==> config.mk <==
export PLATFORM = sky130hd
export DESIGN_NAME = sc_reggeneral_arbiter_flat
export DESIGN_NICKNAME = d
export VERILOG_FILES = /design/src/rtl/sc_reggeneral_arbiter_if.sv /design/src/rtl/sc_reggeneral_arbiter.sv /design/src/flat_wrapper.sv
export SDC_FILE = /design/constraint.sdc
export NUM_CORES = 1
export LEC_CHECK = 0
export BUFFER_PORTS_ARGS = -buffer_cell sky130_fd_sc_hd__buf_2
export CAP_MARGIN = 20
export CORE_MARGIN = 4
export CORE_UTILIZATION = 48
export CTS_CLUSTER_DIAMETER = 100
export DETAILED_ROUTE_END_ITERATION = 8
export GPL_ROUTABILITY_DRIVEN = 0
export GPL_TIMING_DRIVEN = 1
export HOLD_SLACK_MARGIN = 0.08
export PLACE_DENSITY = 0.81
export RECOVER_POWER = 100
export SYNTH_ARGS = -nofsm -noshare
export SYNTH_HDL_FRONTEND = slang
export SYNTH_SLANG_ARGS = --single-unit
==> constraint.sdc <==
create_clock -name SC_RegGENARB_CLOCK_50 -period 1.8 [get_ports SC_RegGENARB_CLOCK_50]
set_input_delay 0.36 -clock SC_RegGENARB_CLOCK_50 [delete_from_list [all_inputs] [get_ports SC_RegGENARB_CLOCK_50]]
set_output_delay 0.36 -clock SC_RegGENARB_CLOCK_50 [all_outputs]
set_load 0.03 [all_outputs]
==> src/rtl/sc_reggeneral_arbiter_if.sv <==
// rtl/sc_reggeneral_arbiter_if.sv - requester/register-side signal bundle for the general register arbiter
interface sc_reggeneral_arbiter_if #(
    parameter int DATAWIDTH = 8
);
    logic [1:0]             SC_RegGENARB_req_InHigh;
    logic [DATAWIDTH-1:0]   SC_RegGENARB_data0_InBUS;
    logic [DATAWIDTH-1:0]   SC_RegGENARB_data1_InBUS;
    logic                   SC_RegGENARB_clrreq_InHigh;
    logic [1:0]             SC_RegGENARB_ack_OutHigh;
    logic                   SC_RegGENARB_clrack_OutHigh;
    logic [1:0]             SC_RegGENARB_grant_OutHigh;
    logic                   SC_RegGENARB_busy_OutHigh;
    logic                   SC_RegGENARB_clear_OutHigh;
    logic                   SC_RegGENARB_load_OutLow;
    logic [DATAWIDTH/2-1:0] SC_RegGENARB_data_OutBUS1;
    logic [DATAWIDTH/2-1:0] SC_RegGENARB_data_OutBUS2;

    modport master (
        output SC_RegGENARB_req_InHigh,
        output SC_RegGENARB_data0_InBUS,
        output SC_RegGENARB_data1_InBUS,
        output SC_RegGENARB_clrreq_InHigh,
        input  SC_RegGENARB_ack_OutHigh,
        input  SC_RegGENARB_clrack_OutHigh,
        input  SC_RegGENARB_grant_OutHigh,
        input  SC_RegGENARB_busy_OutHigh,
        input  SC_RegGENARB_clear_OutHigh,
        input  SC_RegGENARB_load_OutLow,
        input  SC_RegGENARB_data_OutBUS1,
        input  SC_RegGENARB_data_OutBUS2
    );

    modport slave (
        input  SC_RegGENARB_req_InHigh,
        input  SC_RegGENARB_data0_InBUS,
        input  SC_RegGENARB_data1_InBUS,
        input  SC_RegGENARB_clrreq_InHigh,
        output SC_RegGENARB_ack_OutHigh,
        output SC_RegGENARB_clrack_OutHigh,
        output SC_RegGENARB_grant_OutHigh,
        output SC_RegGENARB_busy_OutHigh,
        output SC_RegGENARB_clear_OutHigh,
        output SC_RegGENARB_load_OutLow,
        output SC_RegGENARB_data_OutBUS1,
        output SC_RegGENARB_data_OutBUS2
    );
endinterface

==> src/rtl/sc_reggeneral_arbiter.sv <==
// rtl/sc_reggeneral_arbiter.sv - two-requester load/clear sequencer for the split-bus general register
// Optional macro SC_REGGENARB_FIXED_PRIORITY_EN: requester 0 always wins ties instead of round-robin.
module sc_reggeneral_arbiter #(
    parameter int DATAWIDTH   = 8,
    parameter int HOLD_CYCLES = 2
) (
    input  logic                   SC_RegGENARB_CLOCK_50,
    input  logic                   SC_RegGENARB_RESET_InLow,
    sc_reggeneral_arbiter_if.slave arb
);
    localparam int HALF = DATAWIDTH / 2;
    localparam int CW   = $clog2(HOLD_CYCLES + 1);
    localparam logic [CW-1:0] HOLD_INIT = CW'(HOLD_CYCLES - 1);

    typedef enum logic [1:0] {IDLE, CLEAR, LOAD, HOLD} state_t;

    state_t          state, state_nxt;
    logic [CW-1:0]   cnt, cnt_nxt;
    logic [1:0]      grant, grant_nxt;
    logic [1:0]      ack, ack_nxt;
    logic            clrack, clrack_nxt;
    logic            busy, busy_nxt;
    logic            clear, clear_nxt;
    logic            load_n, load_n_nxt;
    logic [HALF-1:0] bus1, bus1_nxt;
    logic [HALF-1:0] bus2, bus2_nxt;
    logic            win1;
    logic [DATAWIDTH-1:0] win_word;

`ifdef SC_REGGENARB_FIXED_PRIORITY_EN
    assign win1 = arb.SC_RegGENARB_req_InHigh[1] & ~arb.SC_RegGENARB_req_InHigh[0];
`else
    // rr_ptr names the requester preferred on the next tie
    logic rr_ptr;
    assign win1 = arb.SC_RegGENARB_req_InHigh[1] &
                  (~arb.SC_RegGENARB_req_InHigh[0] | rr_ptr);

    always_ff @(posedge SC_RegGENARB_CLOCK_50) begin
        if (!SC_RegGENARB_RESET_InLow) begin
            rr_ptr <= 1'b0;
        end else if (state == LOAD) begin
            rr_ptr <= grant[0];
        end
    end
`endif

    assign win_word = win1 ? arb.SC_RegGENARB_data1_InBUS : arb.SC_RegGENARB_data0_InBUS;

    always_comb begin
        state_nxt  = state;
        cnt_nxt    = cnt;
        grant_nxt  = grant;
        ack_nxt    = 2'b00;
        clrack_nxt = 1'b0;
        clear_nxt  = 1'b0;
        load_n_nxt = 1'b1;
        bus1_nxt   = bus1;
        bus2_nxt   = bus2;
        case (state)
            IDLE: begin
                if (arb.SC_RegGENARB_clrreq_InHigh) begin
                    state_nxt = CLEAR;
                    clear_nxt = 1'b1;
                end else if (|arb.SC_RegGENARB_req_InHigh) begin
                    state_nxt  = LOAD;
                    load_n_nxt = 1'b0;
                    grant_nxt  = win1 ? 2'b10 : 2'b01;
                    bus1_nxt   = win_word[DATAWIDTH-1:HALF];
                    bus2_nxt   = win_word[HALF-1:0];
                end
            end
            CLEAR: begin
                state_nxt  = HOLD;
                clrack_nxt = 1'b1;
                cnt_nxt    = HOLD_INIT;
            end
            LOAD: begin
                state_nxt = HOLD;
                ack_nxt   = grant;
                cnt_nxt   = HOLD_INIT;
            end
            HOLD: begin
                if (cnt == '0) begin
                    state_nxt = IDLE;
                    grant_nxt = 2'b00;
                end else begin
                    cnt_nxt = cnt - CW'(1);
                end
            end
            default: state_nxt = IDLE;
        endcase
        busy_nxt = (state_nxt != IDLE);
    end

    // Outputs are registered from the next-state view so they align with the state they describe
    always_ff @(posedge SC_RegGENARB_CLOCK_50) begin
        if (!SC_RegGENARB_RESET_InLow) begin
            state  <= IDLE;
            cnt    <= '0;
            grant  <= 2'b00;
            ack    <= 2'b00;
            clrack <= 1'b0;
            busy   <= 1'b0;
            clear  <= 1'b0;
            load_n <= 1'b1;
            bus1   <= '0;
            bus2   <= '0;
        end else begin
            state  <= state_nxt;
            cnt    <= cnt_nxt;
            grant  <= grant_nxt;
            ack    <= ack_nxt;
            clrack <= clrack_nxt;
            busy   <= busy_nxt;
            clear  <= clear_nxt;
            load_n <= load_n_nxt;
            bus1   <= bus1_nxt;
            bus2   <= bus2_nxt;
        end
    end

    assign arb.SC_RegGENARB_ack_OutHigh    = ack;
    assign arb.SC_RegGENARB_clrack_OutHigh = clrack;
    assign arb.SC_RegGENARB_grant_OutHigh  = grant;
    assign arb.SC_RegGENARB_busy_OutHigh   = busy;
    assign arb.SC_RegGENARB_clear_OutHigh  = clear;
    assign arb.SC_RegGENARB_load_OutLow    = load_n;
    assign arb.SC_RegGENARB_data_OutBUS1   = bus1;
    assign arb.SC_RegGENARB_data_OutBUS2   = bus2;
endmodule
==> src/flat_wrapper.sv <==
// flat-port wrapper written by rule: the top's interface ports become plain ports
module sc_reggeneral_arbiter_flat 
#(
    parameter int DATAWIDTH   = 8,
    parameter int HOLD_CYCLES = 2
)
  (SC_RegGENARB_CLOCK_50, SC_RegGENARB_RESET_InLow, arb_SC_RegGENARB_req_InHigh, arb_SC_RegGENARB_data0_InBUS, arb_SC_RegGENARB_data1_InBUS, arb_SC_RegGENARB_clrreq_InHigh, arb_SC_RegGENARB_ack_OutHigh, arb_SC_RegGENARB_clrack_OutHigh, arb_SC_RegGENARB_grant_OutHigh, arb_SC_RegGENARB_busy_OutHigh, arb_SC_RegGENARB_clear_OutHigh, arb_SC_RegGENARB_load_OutLow, arb_SC_RegGENARB_data_OutBUS1, arb_SC_RegGENARB_data_OutBUS2);
  sc_reggeneral_arbiter_if #(.DATAWIDTH(DATAWIDTH)) arb_i ();
  input  logic SC_RegGENARB_CLOCK_50;
  input  logic SC_RegGENARB_RESET_InLow;
  input wire logic [$bits(arb_i.SC_RegGENARB_req_InHigh)-1:0] arb_SC_RegGENARB_req_InHigh;
  input wire logic [$bits(arb_i.SC_RegGENARB_data0_InBUS)-1:0] arb_SC_RegGENARB_data0_InBUS;
  input wire logic [$bits(arb_i.SC_RegGENARB_data1_InBUS)-1:0] arb_SC_RegGENARB_data1_InBUS;
  input wire logic [$bits(arb_i.SC_RegGENARB_clrreq_InHigh)-1:0] arb_SC_RegGENARB_clrreq_InHigh;
  output wire logic [$bits(arb_i.SC_RegGENARB_ack_OutHigh)-1:0] arb_SC_RegGENARB_ack_OutHigh;
  output wire logic [$bits(arb_i.SC_RegGENARB_clrack_OutHigh)-1:0] arb_SC_RegGENARB_clrack_OutHigh;
  output wire logic [$bits(arb_i.SC_RegGENARB_grant_OutHigh)-1:0] arb_SC_RegGENARB_grant_OutHigh;
  output wire logic [$bits(arb_i.SC_RegGENARB_busy_OutHigh)-1:0] arb_SC_RegGENARB_busy_OutHigh;
  output wire logic [$bits(arb_i.SC_RegGENARB_clear_OutHigh)-1:0] arb_SC_RegGENARB_clear_OutHigh;
  output wire logic [$bits(arb_i.SC_RegGENARB_load_OutLow)-1:0] arb_SC_RegGENARB_load_OutLow;
  output wire logic [$bits(arb_i.SC_RegGENARB_data_OutBUS1)-1:0] arb_SC_RegGENARB_data_OutBUS1;
  output wire logic [$bits(arb_i.SC_RegGENARB_data_OutBUS2)-1:0] arb_SC_RegGENARB_data_OutBUS2;
  assign arb_i.SC_RegGENARB_req_InHigh = arb_SC_RegGENARB_req_InHigh;
  assign arb_i.SC_RegGENARB_data0_InBUS = arb_SC_RegGENARB_data0_InBUS;
  assign arb_i.SC_RegGENARB_data1_InBUS = arb_SC_RegGENARB_data1_InBUS;
  assign arb_i.SC_RegGENARB_clrreq_InHigh = arb_SC_RegGENARB_clrreq_InHigh;
  assign arb_SC_RegGENARB_ack_OutHigh = arb_i.SC_RegGENARB_ack_OutHigh;
  assign arb_SC_RegGENARB_clrack_OutHigh = arb_i.SC_RegGENARB_clrack_OutHigh;
  assign arb_SC_RegGENARB_grant_OutHigh = arb_i.SC_RegGENARB_grant_OutHigh;
  assign arb_SC_RegGENARB_busy_OutHigh = arb_i.SC_RegGENARB_busy_OutHigh;
  assign arb_SC_RegGENARB_clear_OutHigh = arb_i.SC_RegGENARB_clear_OutHigh;
  assign arb_SC_RegGENARB_load_OutLow = arb_i.SC_RegGENARB_load_OutLow;
  assign arb_SC_RegGENARB_data_OutBUS1 = arb_i.SC_RegGENARB_data_OutBUS1;
  assign arb_SC_RegGENARB_data_OutBUS2 = arb_i.SC_RegGENARB_data_OutBUS2;
  sc_reggeneral_arbiter #(.DATAWIDTH(DATAWIDTH), .HOLD_CYCLES(HOLD_CYCLES)) u_core (.SC_RegGENARB_CLOCK_50(SC_RegGENARB_CLOCK_50), .SC_RegGENARB_RESET_InLow(SC_RegGENARB_RESET_InLow), .arb(arb_i));
endmodule
==> impl_results.md, run 1 <==
- Biggest area contributors in the synthesized netlist: dfxtp_1 (40%), ha_1 (8.3%), a311oi_1 (6.7%), o211ai_1 (5.7%), a21oi_1 (4.8%)
- Outcome: finished clean
- Number of vias in the routed layout: 1,005
- Aggregate negative setup slack: 0 ns
- Sequential area share after synthesis: between 30% and 40%
- Number of global-route vias before repair: about 900
- Synth area leader: dfxtp_1
- Nets@finish: ~180
- Busiest grt layer: met2
- Crit path arrival time: about 1.9 ns
- Pins over their slew limit: 0
- Setup violators final: 0
- Clock tree from TritonCTS: built
- Ports: 37
- Global-route wire length before repair: 3.93 mm
- Multi-input gate area: between 500 and 600 um2
- Critical path startpoint category: register
- Post-layout utilization of the core: between 60 and 70%
- Minimum clock period after layout: 1.65 ns
- Via/cell ratio: 5.68
- Worst setup path class: register to register
- Slew at the pin closest to its max-slew limit: roughly 0.44 ns
- Clock transition at the registers of the reported paths: about 0.11 ns
- Number of antenna violations at the first check in global routing: 0
- Buffer type at the clock tree root: clkbuf_4
- Die extent in x: approximately 55 um
- Post-DP HPWL: around 1.9 mm
- Global routing met1 resource utilization: between 20 and 25%
- Rows: 16
- DRC violations left: 0
- Max Freq: between 600 and 700 MHz
- Level count of the clock H-tree: 1
- Clock buffer depth: 2
- Clk Latency, worst-skew pair: approximately 0.30 ns
- Max-Cap Viols: 0
- Post-synth EDFFs: 0
- Yosys top cell area share: approximately 40%
- Vertical die dimension: 54.9 um
- Post-CTS setup buffer count: 0
- Post-synthesis async set-or-reset flop share: 0%
- Routed length per placed instance: 14.0 um
- Overall Power: about 0.0014 W
- Nature of the critical path endpoint: register
- Fill cell total of the finished layout: roughly 190
- Period utilisation layout: between 90% and 100%
- Total count of hold-check failures in the final report: 0
- Area growth, synth to finish: 19.4%
- Drt total wl: approximately 2.5 mm
- Most used DFF post-synth: dfxtp_1
- Setup skew after layout: 0.00136 ns
- Maximum number of pins on one net before global-route repair: 14
- Count of port buffers added during placement: 36
- Number of diodes: 0
- Least setup slack across all paths after layout: 0.149 ns
- Count of state elements after synthesis: 21
- Met2 track demand over resource in global routing: 30.1%
- Number of synthesis warnings: 0
- Antenna Nets Post-Route: 0
- Maximum fanout along the worst path: 8
- Worst IR drop on VDD: ~550 uV
- Fraction of final layout cells sized beyond drive strength 1: between 10% and 20%
- Sinks on Clock Net: 21
- Hold bufs inserted after CTS: 0
- Clock buffer count from CTS: 3
- Count of different cell masters after synthesis: 33
- DRT Pass-1 Iters: 4
- Number of gates given a new drive strength after cts: 0
- Post-Synthesis Cells: between 100 and 150
- Kind of path behind the tightest hold check: primary input to register
- Worst setup timing slack at the placement stage: slightly above 0.2 ns
- Synthesized net count: ~140
- Flip-flop and latch area: between 400 and 500 um2
- Initial Utilization: between 50% and 60%
- Global route overflow: 0
- Gr usage total: roughly 18%
- Max-slew headroom at the worst pin: ~70%
- Setup repair after global routing missed its margin: no
- Area of the core: between 2000 and 2500 um2
- Cell area after synthesis: 1050 um2
- M3 GR Usage: about 4.4%
- CP required: 2.05 ns
- Post-Synthesis Mean Instance Area: 9.16 um2
- Initial DRC Count: 24
- Static power due to leakage: about 0.51 nW
- Power per standard cell area: 1110 nW/um2
- Overall die area: around 3000 um2
[critical path, cell delays in order (launching register included)]
cell	delay [ns]
dfxtp_1	0.37
inv_1	0.11
ha_1	0.30
nand2b_1	0.15
a2111oi_0	0.47
o31a_1	0.21
[cell usage in the layout (no fill, tap or decap), types with 2 or more instances in the layout]
master	count
nor2_1	5
and2_1	2
nor3b_1	2
clkbuf_4	3
o21ai_0	9
o211ai_1	8
inv_1	9
buf_2	20
dfxtp_1	21
nand3b_1	2
clkbuf_1	17
ha_1	7
buf_4	2
a211oi_1	2
a311oi_1	8
a21oi_1	10
or3b_1	2
and3_1	3
o31a_1	2
[synthesized netlist by cell type, types with 3 or more instances]
cell type,instances
a21oi_1,10
a311oi_1,8
and3_1,3
buf_2,4
clkbuf_1,3
dfxtp_1,21
ha_1,7
inv_1,9
nor2_1,5
o211ai_1,8
o21ai_0,9
[final timing paths]
path                            start                                       end  slack [ns]  cells past startpoint
max                   u_core.state[1]  u_core.arb.SC_RegGENARB_grant_OutHigh[0]        0.15                      5
max reg2reg           u_core.state[1]  u_core.arb.SC_RegGENARB_grant_OutHigh[0]        0.15                      5
min reg2reg             u_core.cnt[1]                             u_core.cnt[1]        0.48                      2
min          SC_RegGENARB_RESET_InLow       u_core.arb.SC_RegGENARB_load_OutLow        0.29                      2
[cell type report]
| cell class | instances | share of cell area, % |
|---|---|---|
| multi-input cells | 77 | 44.9 |
| flip-flops and latches | 21 | 33.4 |
| repair buffers | 38 | 13.9 |
| inverters | 10 | 2.99 |
| well taps | 27 | 2.69 |
| clock buffers | 4 | 2.09 |
[stage by stage]
stage               cell area, um2  cells  hold WS, ns
finish                        1260    177        0.290
global route                  1260    177        0.296
CTS                           1280    177        0.289
detailed placement            1250    173        0.470
global placement              1250    173        0.461
floorplan                     1050    115        0.450
[cell families (layout without fill, tap and decap cells)]
| family | Yosys count | count (layout) | synth area share [%] |
|---|---|---|---|
| AO/OA/AOI/OAI | 47 | 47 | 31.2 |
| adder cells (fa/ha/maj) | 7 | 7 | 8.31 |
| buffers and inverters | 17 | 52 | 6.53 |
| flip-flops | 21 | 21 | 39.9 |
| multiplexers | 1 | 1 | 0.950 |
| AND/OR/NAND/NOR | 22 | 22 | 13.1 |
[layer usage]
layer  share of wire, %  wire length [um]
met5                  0                 0
met4                1.2                31
met3                8.2               203
met2                 47              1170
met1                 44              1080
[sequential cells by signal, summed over array words and instances (netlist names)]
name	cells
u_core.arb.SC_RegGENARB_ack_OutHigh	2
u_core.arb.SC_RegGENARB_busy_OutHigh	1
u_core.arb.SC_RegGENARB_clear_OutHigh	1
u_core.arb.SC_RegGENARB_clrack_OutHigh	1
u_core.arb.SC_RegGENARB_data_OutBUS1	4
u_core.arb.SC_RegGENARB_data_OutBUS2	4
u_core.arb.SC_RegGENARB_grant_OutHigh	2
u_core.arb.SC_RegGENARB_load_OutLow	1
u_core.cnt	2
u_core.rr_ptr	1
u_core.state	2
[power by group]
group	switching, W	total, W	leakage, nW	internal [W]
Sequential	0.0000511	0.000597	0.173	0.000546
Clock	0.000136	0.000222	0.0150	0.0000865
Combinational	0.000367	0.000575	0.320	0.000208
Total	0.000554	0.00139	0.507	0.000841
(Power assumes the default switching activity.)
==> inputs of run 2 (changes only) <==
--- a/config.mk
+++ b/config.mk
@@ -5,6 +5,7 @@
 export SDC_FILE = /design/constraint.sdc
 export NUM_CORES = 1
 export LEC_CHECK = 0
+export ABC_AREA = 1
 export BUFFER_PORTS_ARGS = -buffer_cell sky130_fd_sc_hd__buf_2
 export CAP_MARGIN = 20
 export CORE_MARGIN = 4
==> run 2 against run 1 <==
  * Maximum frequency grew 12%
  * Synthesized area grew 0.12%
  * Die area barely moved
  * Count of clock-buffer cells in the layout unchanged
  * Core utilization shrank 0.62 points
  * Setup slack better by 0.17 ns
  * Register-to-register slack gained 0.17 ns
  * Clock power hardly changed
  * Final area decreased by 1.0%
  * Critical endpoint is now u_core.arb.SC_RegGENARB_grant_OutHigh[1]
==> impl_results.md, run 2 <==
- Nets@finish: roughly 220
- Global route overflow: 0
- Gr usage total: ~16%
- Post-synth EDFFs: 0
- Fill cell total of the finished layout: 211
- Initial DRC Count: 4
- Sinks on Clock Net: 21
- Commonest cells after routing, fill and taps aside: nand2_1 (38), nor2_1 (36), inv_1 (25), dfxtp_1 (21), buf_2 (20)
- Worst-case hold slack: between 0.3 and 0.4 ns
- Sequential area share after synthesis: around two fifths
- Post-Synthesis Cells: about 160
- Most frequent cell after synthesis: nand2_1
- Power per standard cell area: 1150 nW/um2
- Nature of the critical path endpoint: register
- Synthesized net count: around 180
- Fraction of final layout cells sized beyond drive strength 1: between 10% and 20%
- Count of different cell masters after synthesis: 17
- Clock tree from TritonCTS: built
- Initial Utilization: between 50% and 60%
- Aggregate negative setup slack: 0 ns
- Post-Synthesis Mean Instance Area: around 7 um2
- Overall die area: about 3000 um2
- Number of gates given a new drive strength after cts: 0
- Maximum fanout along the worst path: 5
- Die extent in x: about 55 um
- Net switching power: 0.000603 W
- Worst IR drop on VDD: 659 uV
- Ports: 37
- Most used DFF post-synth: dfxtp_1
- Number of synthesis warnings: 0
- Global-route wire length before repair: between 3 and 4 mm
- Drt total wl: 2.09 mm
- Vertical die dimension: 54.9 um
- Synth area leader: dfxtp_1
- Number of global-route vias before repair: 900
- Setup repair after global routing missed its margin: no
- Post-CTS setup buffer count: 0
- DRT Pass-1 Iters: 4
- Static power due to leakage: 0.648 nW
- Power share of the clock group: approximately 15%
- Via/cell ratio: between 4 and 5
- Clock transition at the registers of the reported paths: around 0.11 ns
- Net Sw Frac: a little over two fifths
- Clk Latency, worst-skew pair: approximately 0.3 ns
- Number of diodes: 0
- Maximum number of pins on one net before global-route repair: 18
- Slowest cell on the critical path: dfxtp_1
- Yosys top cell area share: roughly two fifths
- DRC violations left: 0
- Cell area after synthesis: 1050 um2
- Dominant cell type by count on the critical path: nand2_1
- Rows: 16
- Routed length per placed instance: 9.54 um
- Max-slew headroom at the worst pin: 74.5%
- Number of antenna violations at the first check in global routing: 0
- Level count of the clock H-tree: 1
- Biggest area contributors in the synthesized netlist: dfxtp_1 (40%), nand2_1 (13%), nor2_1 (13%), inv_1 (8.9%), ha_1 (8.3%)
- Hold bufs inserted after CTS: 0
- Minimum clock period after layout: between 1 and 1.5 ns
- Total count of hold-check failures in the final report: 0
- Post-DP HPWL: ~1.7 mm
- Worst setup path class: register to register
- Biggest cell delay along the critical path: 0.42 ns
- Sequential group share of total power: between 40% and 50%
- Area of the core: 2020 um2
- Top cells by instance count after synthesis: nand2_1 (37), nor2_1 (36), inv_1 (25)
- Most common cell after layout, fill and taps aside: nand2_1
- Antenna Nets Post-Route: 0
- Number of vias in the routed layout: 964
- Outcome: finished clean
- Pins over their slew limit: 0
- Critical path startpoint category: register
- Buffer type at the clock tree root: clkbuf_4
- Series of cell instances along the critical path: inv_1, ha_1, nand2_1, inv_1, nor2_1, nand3_1, nand2_1, nand2_1, nor2_1
- Crit path arrival time: ~1.7 ns
- Count of port buffers added during placement: 36
- Slew at the pin closest to its max-slew limit: around 0.38 ns
- CP required: between 2 and 2.5 ns
- Post-synthesis async set-or-reset flop share: 0%
- Post-layout utilization of the core: between 60% and 70%
- Pint: ~0.00083 W
- Area growth, synth to finish: 18.0%
- Setup violators final: 0
- Kind of path behind the tightest hold check: primary input to register
- Clock buffer count from CTS: 3
- Max Freq: 676 MHz
- Max-Cap Viols: 0
- Count of state elements after synthesis: 21
- Clock buffer depth: 2
- Setup skew after layout: ~0.0033 ns
- Period utilisation layout: approximately 82%
- Gate power share: 42.3%
==> run 2: cell count changes in the layout (fill, tap and decap cells not counted), moves of 3 or more <==
cell,delta
nor2_1,+31
inv_1,+16
nand3_1,+4
nand2_1,+37
a311oi_1,-8
a21oi_1,-5
and3_1,-3
o211ai_1,-8
==> run 2: cell families (layout without fill, tap and decap cells) <==
| group | after synthesis | in the layout | synth area share, % |
|---|---|---|---|
| simple gates | 83 | 83 | 32.3 |
| buf+inv | 29 | 66 | 11.9 |
| flops | 21 | 21 | 39.9 |
| compound gates | 14 | 14 | 6.88 |
| fa+ha+maj | 7 | 7 | 8.30 |
| xor+xnor | 1 | 1 | 0.831 |
==> run 2: power by group through the flow <==
stage,clock network (W),logic (W),registers (W)
after CTS,0.000228,0.000634,0.000607
after floorplan,0,0.000343,0.000753
after global routing,0.000251,0.000688,0.000624
final,0.000220,0.000608,0.000608
after global placement,0,0.000610,0.000613
after detailed placement,0,0.000630,0.000617
==> run 2: final timing paths <==
path / to / cells past startpoint / startpoint / slack, ns
max: u_core.arb.SC_RegGENARB_grant_OutHigh[1] / 9 / u_core.state[0] / 0.32
min reg2reg: u_core.arb.SC_RegGENARB_ack_OutHigh[1] / 2 / u_core.arb.SC_RegGENARB_grant_OutHigh[1] / 0.46
min: u_core.arb.SC_RegGENARB_clear_OutHigh / 3 / arb_SC_RegGENARB_clrreq_InHigh / 0.33
max reg2reg: u_core.arb.SC_RegGENARB_grant_OutHigh[1] / 9 / u_core.state[0] / 0.32
==> run 2: per-layer routing <==
metal  vias to the layer above  track usage, %  wire [um]
met5                         -               0          0
met3                         4            2.45        140
met1                       399            17.9        880
met4                         0            8.71         41
li1                        534               -          -
met2                        27            27.8       1030
==> run 2: metrics by stage <==
step / worst slack [ns] / total power, W / instance area [um2] / std cells
CTS: 0.331 / 0.00147 / 1270 / 219
floorplan: 0.511 / 0.00110 / 1050 / 155
detailed placement: 0.349 / 0.00125 / 1240 / 215
global route: 0.140 / 0.00156 / 1240 / 219
finish: 0.320 / 0.00144 / 1240 / 219
global placement: 0.426 / 0.00122 / 1240 / 215
==> run 2: layout make-up <==
type | instances | area, um2 | share of cell area [%]
Clock buffer | 4 | 26.3 | 2.11
Tap cell | 27 | 33.8 | 2.71
Timing Repair Buffer | 36 | 160 | 12.9
Inverter | 26 | 97.6 | 7.84
Sequential cell | 21 | 420 | 33.8
Multi-Input combinational cell | 105 | 507 | 40.7
==> run 2: worst max-delay path, delay by kind of cell (launching register included) <==
kind | cells | cell delay, ns
AND/OR/NAND/NOR | 6 | 0.59
flip-flops | 1 | 0.42
adder cells (fa/ha/maj) | 1 | 0.26
buffers and inverters | 2 | 0.15
==> inputs of run 3 (changes only) <==
==> constraint.sdc (replaced) <==
create_clock -name SC_RegGENARB_CLOCK_50 -period 1.39 [get_ports SC_RegGENARB_CLOCK_50]
set_input_delay 0.278 -clock SC_RegGENARB_CLOCK_50 [delete_from_list [all_inputs] [get_ports SC_RegGENARB_CLOCK_50]]
set_output_delay 0.278 -clock SC_RegGENARB_CLOCK_50 [all_outputs]
set_load 0.03 [all_outputs]
==> run 3 against run 2 <==
  * Final area grew 5.8%
  * Maximum frequency rose by 17%
  * Clock skew is 0.0012 ns lower
  * Clock power increased by 32%
  * Via count grew 3.7%
  * Worst hold slack lost 0.055 ns
  * Cell count is 1.8% higher
==> impl_results.md, run 3 (synthesis results as in run 2) <==
- Maximum fanout along the worst path: 5
- Max-slew headroom at the worst pin: 75.4%
- Global route overflow: 0
- Sinks on Clock Net: 21
- Number of antenna violations at the first check in global routing: 0
- FF-to-FF setup slack: around 0.13 ns
- Setup repair after global routing missed its margin: no
- Initial Utilization: 52.2%
- Via/cell ratio: roughly 4.5
- DRT Pass-1 Iters: 4
- Drt total wl: 2.29 mm
- Number of vias in the routed layout: approximately 1,000
- Clock tree from TritonCTS: built
- Gate power share: between 40 and 50%
- Crit Reg-Reg Endpoint: u_core.arb.SC_RegGENARB_grant_OutHigh[0]
- Worst IR drop on VDD: roughly 670 uV
- Net switching power: between 0.0008 and 0.0009 W
- Die extent in x: 54.9 um
- CP required: roughly 1.6 ns
- Post-route insts no fill: around 220
- Commonest cells after routing, fill and taps aside: nand2_1 (37), nor2_1 (33), inv_1 (23), buf_2 (20), dfxtp_1 (19)
- Worst Hold End: u_core.arb.SC_RegGENARB_data_OutBUS2[2]
- Nature of the critical path endpoint: register
- Worst setup path class: register to register
- Worst Min Path Start: arb_SC_RegGENARB_data1_InBUS[2]
- DRC violations left: 0
- Pint: about 0.0012 W
- Net Sw Frac: 41.7%
- Total count of hold-check failures in the final report: 0
- Number of global-route vias before repair: between 900 and 1,000
- Outcome: finished clean
- Max Freq: approximately 790 MHz
- Kind of path behind the tightest hold check: primary input to register
- Critical path startpoint category: register
- Gr usage total: 17.3%
- Rows: 16
- Ports: 37
- Pins over their slew limit: 0
- Overall die area: approximately 3000 um2
- Area of the core: 2020 um2
- Most common cell after layout, fill and taps aside: nand2_1
- Clock buffer depth: 2
- Area growth, synth to finish: 24.9%
- Static power due to leakage: 0.673 nW
- Sequential group share of total power: 39.3%
- Setup violators final: 0
- Power per standard cell area: approximately 1500 nW/um2
- Max-Cap Viols: 0
- Initial DRC Count: 19
- Worst setup timing slack at the placement stage: -0.00954 ns
- Count of port buffers added during placement: 36
- Clock buffer count from CTS: 3
- Crit path arrival time: between 1 and 1.5 ns
- Post-layout utilization of the core: roughly 65%
- Least setup slack across all paths after layout: between 0.1 and 0.15 ns
- Maximum number of pins on one net before global-route repair: 18
- Routed length per placed instance: a little over 10 um
- Aggregate negative setup slack: 0 ns
- Minimum clock period after layout: ~1.3 ns
- Post-DP HPWL: approximately 1.7 mm
- Buffer type at the clock tree root: clkbuf_4
- Overall Power: about 0.002 W
- Fraction of final layout cells sized beyond drive strength 1: between 20% and 30%
- Antenna Nets Post-Route: 0
- Slew at the pin closest to its max-slew limit: around 0.37 ns
- Hold-critical path depth: 5
- Power share of the clock group: between 10% and 20%
- Placed instance count: approximately 220
- Startpoint of the worst-slack reg-to-reg timing path: u_core.state[1]
- Nets@finish: roughly 230
- Clk Latency, worst-skew pair: approximately 0.29 ns
- Level count of the clock H-tree: 1
- Global-route wire length before repair: roughly 3.7 mm
- Vertical die dimension: between 50 and 60 um
- Clock transition at the registers of the reported paths: around 0.12 ns
- Depth of the most critical reg-to-reg path: 6
- Setup skew after layout: ~0.0021 ns
- Period utilisation layout: about nine tenths
- Number of diodes: 0
[run 3: changes by cell type in the layout (fill, tap and decap cells not counted), sizes merged]
cell / previous run / this run
buf: 20 / 24
[run 3: through the flow]
stage	hold slack, ns	area (um2)
detailed placement	0.451	1260
global route	0.304	1320
floorplan	0.420	1050
finish	0.272	1320
global placement	0.447	1260
CTS	0.268	1310
[run 3: layout make-up]
| class | count | area (um2) |
|---|---|---|
| fillers | 195 | 704 |
| multi-input cells | 105 | 534 |
| flip-flops and latches | 21 | 423 |
| repair buffers | 40 | 203 |
| inverters | 26 | 97.6 |
| well taps | 27 | 33.8 |
| clock buffers | 4 | 26.3 |
[run 3: critical path: stages, from the launching register on]
cell and delay (ns):
dfxtp_2 0.37, inv_1 0.08, ha_4 0.18, nor2_1 0.21, nor2_4 0.07, a21oi_1 0.18
nor2_1 0.07
[run 3: how the worst max path moves through the flow]
stage,start,to,slack (ns),cells past startpoint
finish,u_core.state[1],u_core.arb.SC_RegGENARB_grant_OutHigh[0],0.13,6
global route,u_core.state[1],u_core.arb.SC_RegGENARB_data_OutBUS2[3],0.02,8
global placement,u_core.state[0],u_core.arb.SC_RegGENARB_data_OutBUS2[0],0.07,7
CTS,u_core.state[0],u_core.arb.SC_RegGENARB_data_OutBUS2[1],0.04,8
floorplan,u_core.state[0],u_core.arb.SC_RegGENARB_grant_OutHigh[1],0.10,8
detailed placement,u_core.state[0],u_core.arb.SC_RegGENARB_data_OutBUS2[1],-0.01,7
[run 3: power groups by stage]
stage | combinational (W) | sequential [W] | clock [W]
6_report | 0.000930 | 0.000789 | 0.000290
2_1_floorplan | 0.000445 | 0.000975 | 0
3_3_place_gp | 0.000832 | 0.000790 | 0
3_5_place_dp | 0.000854 | 0.000794 | 0
5_1_grt | 0.00104 | 0.000806 | 0.000317
4_1_cts | 0.000893 | 0.000782 | 0.000297
[run 3: per-layer routing]
| metal | share of wire, % | vias up | GRT usage, % |
|---|---|---|---|
| met4 | 1.2 | 0 | 6.22 |
| met2 | 50 | 33 | 30.9 |
| met5 | 0 | - | 0 |
| li1 | - | 542 | - |
| met3 | 6.4 | 2 | 3.54 |
| met1 | 42 | 423 | 20.1 |
[run 3: timing repair]
item                                    in CTS  in global routing
gates resized for setup                      1                  9
cloned                                       0                  0
setup buffers                                1                  0
hold buffers                                 0                  0
pin swaps                                    1                  0
endpoints found under the setup margin       9                 15
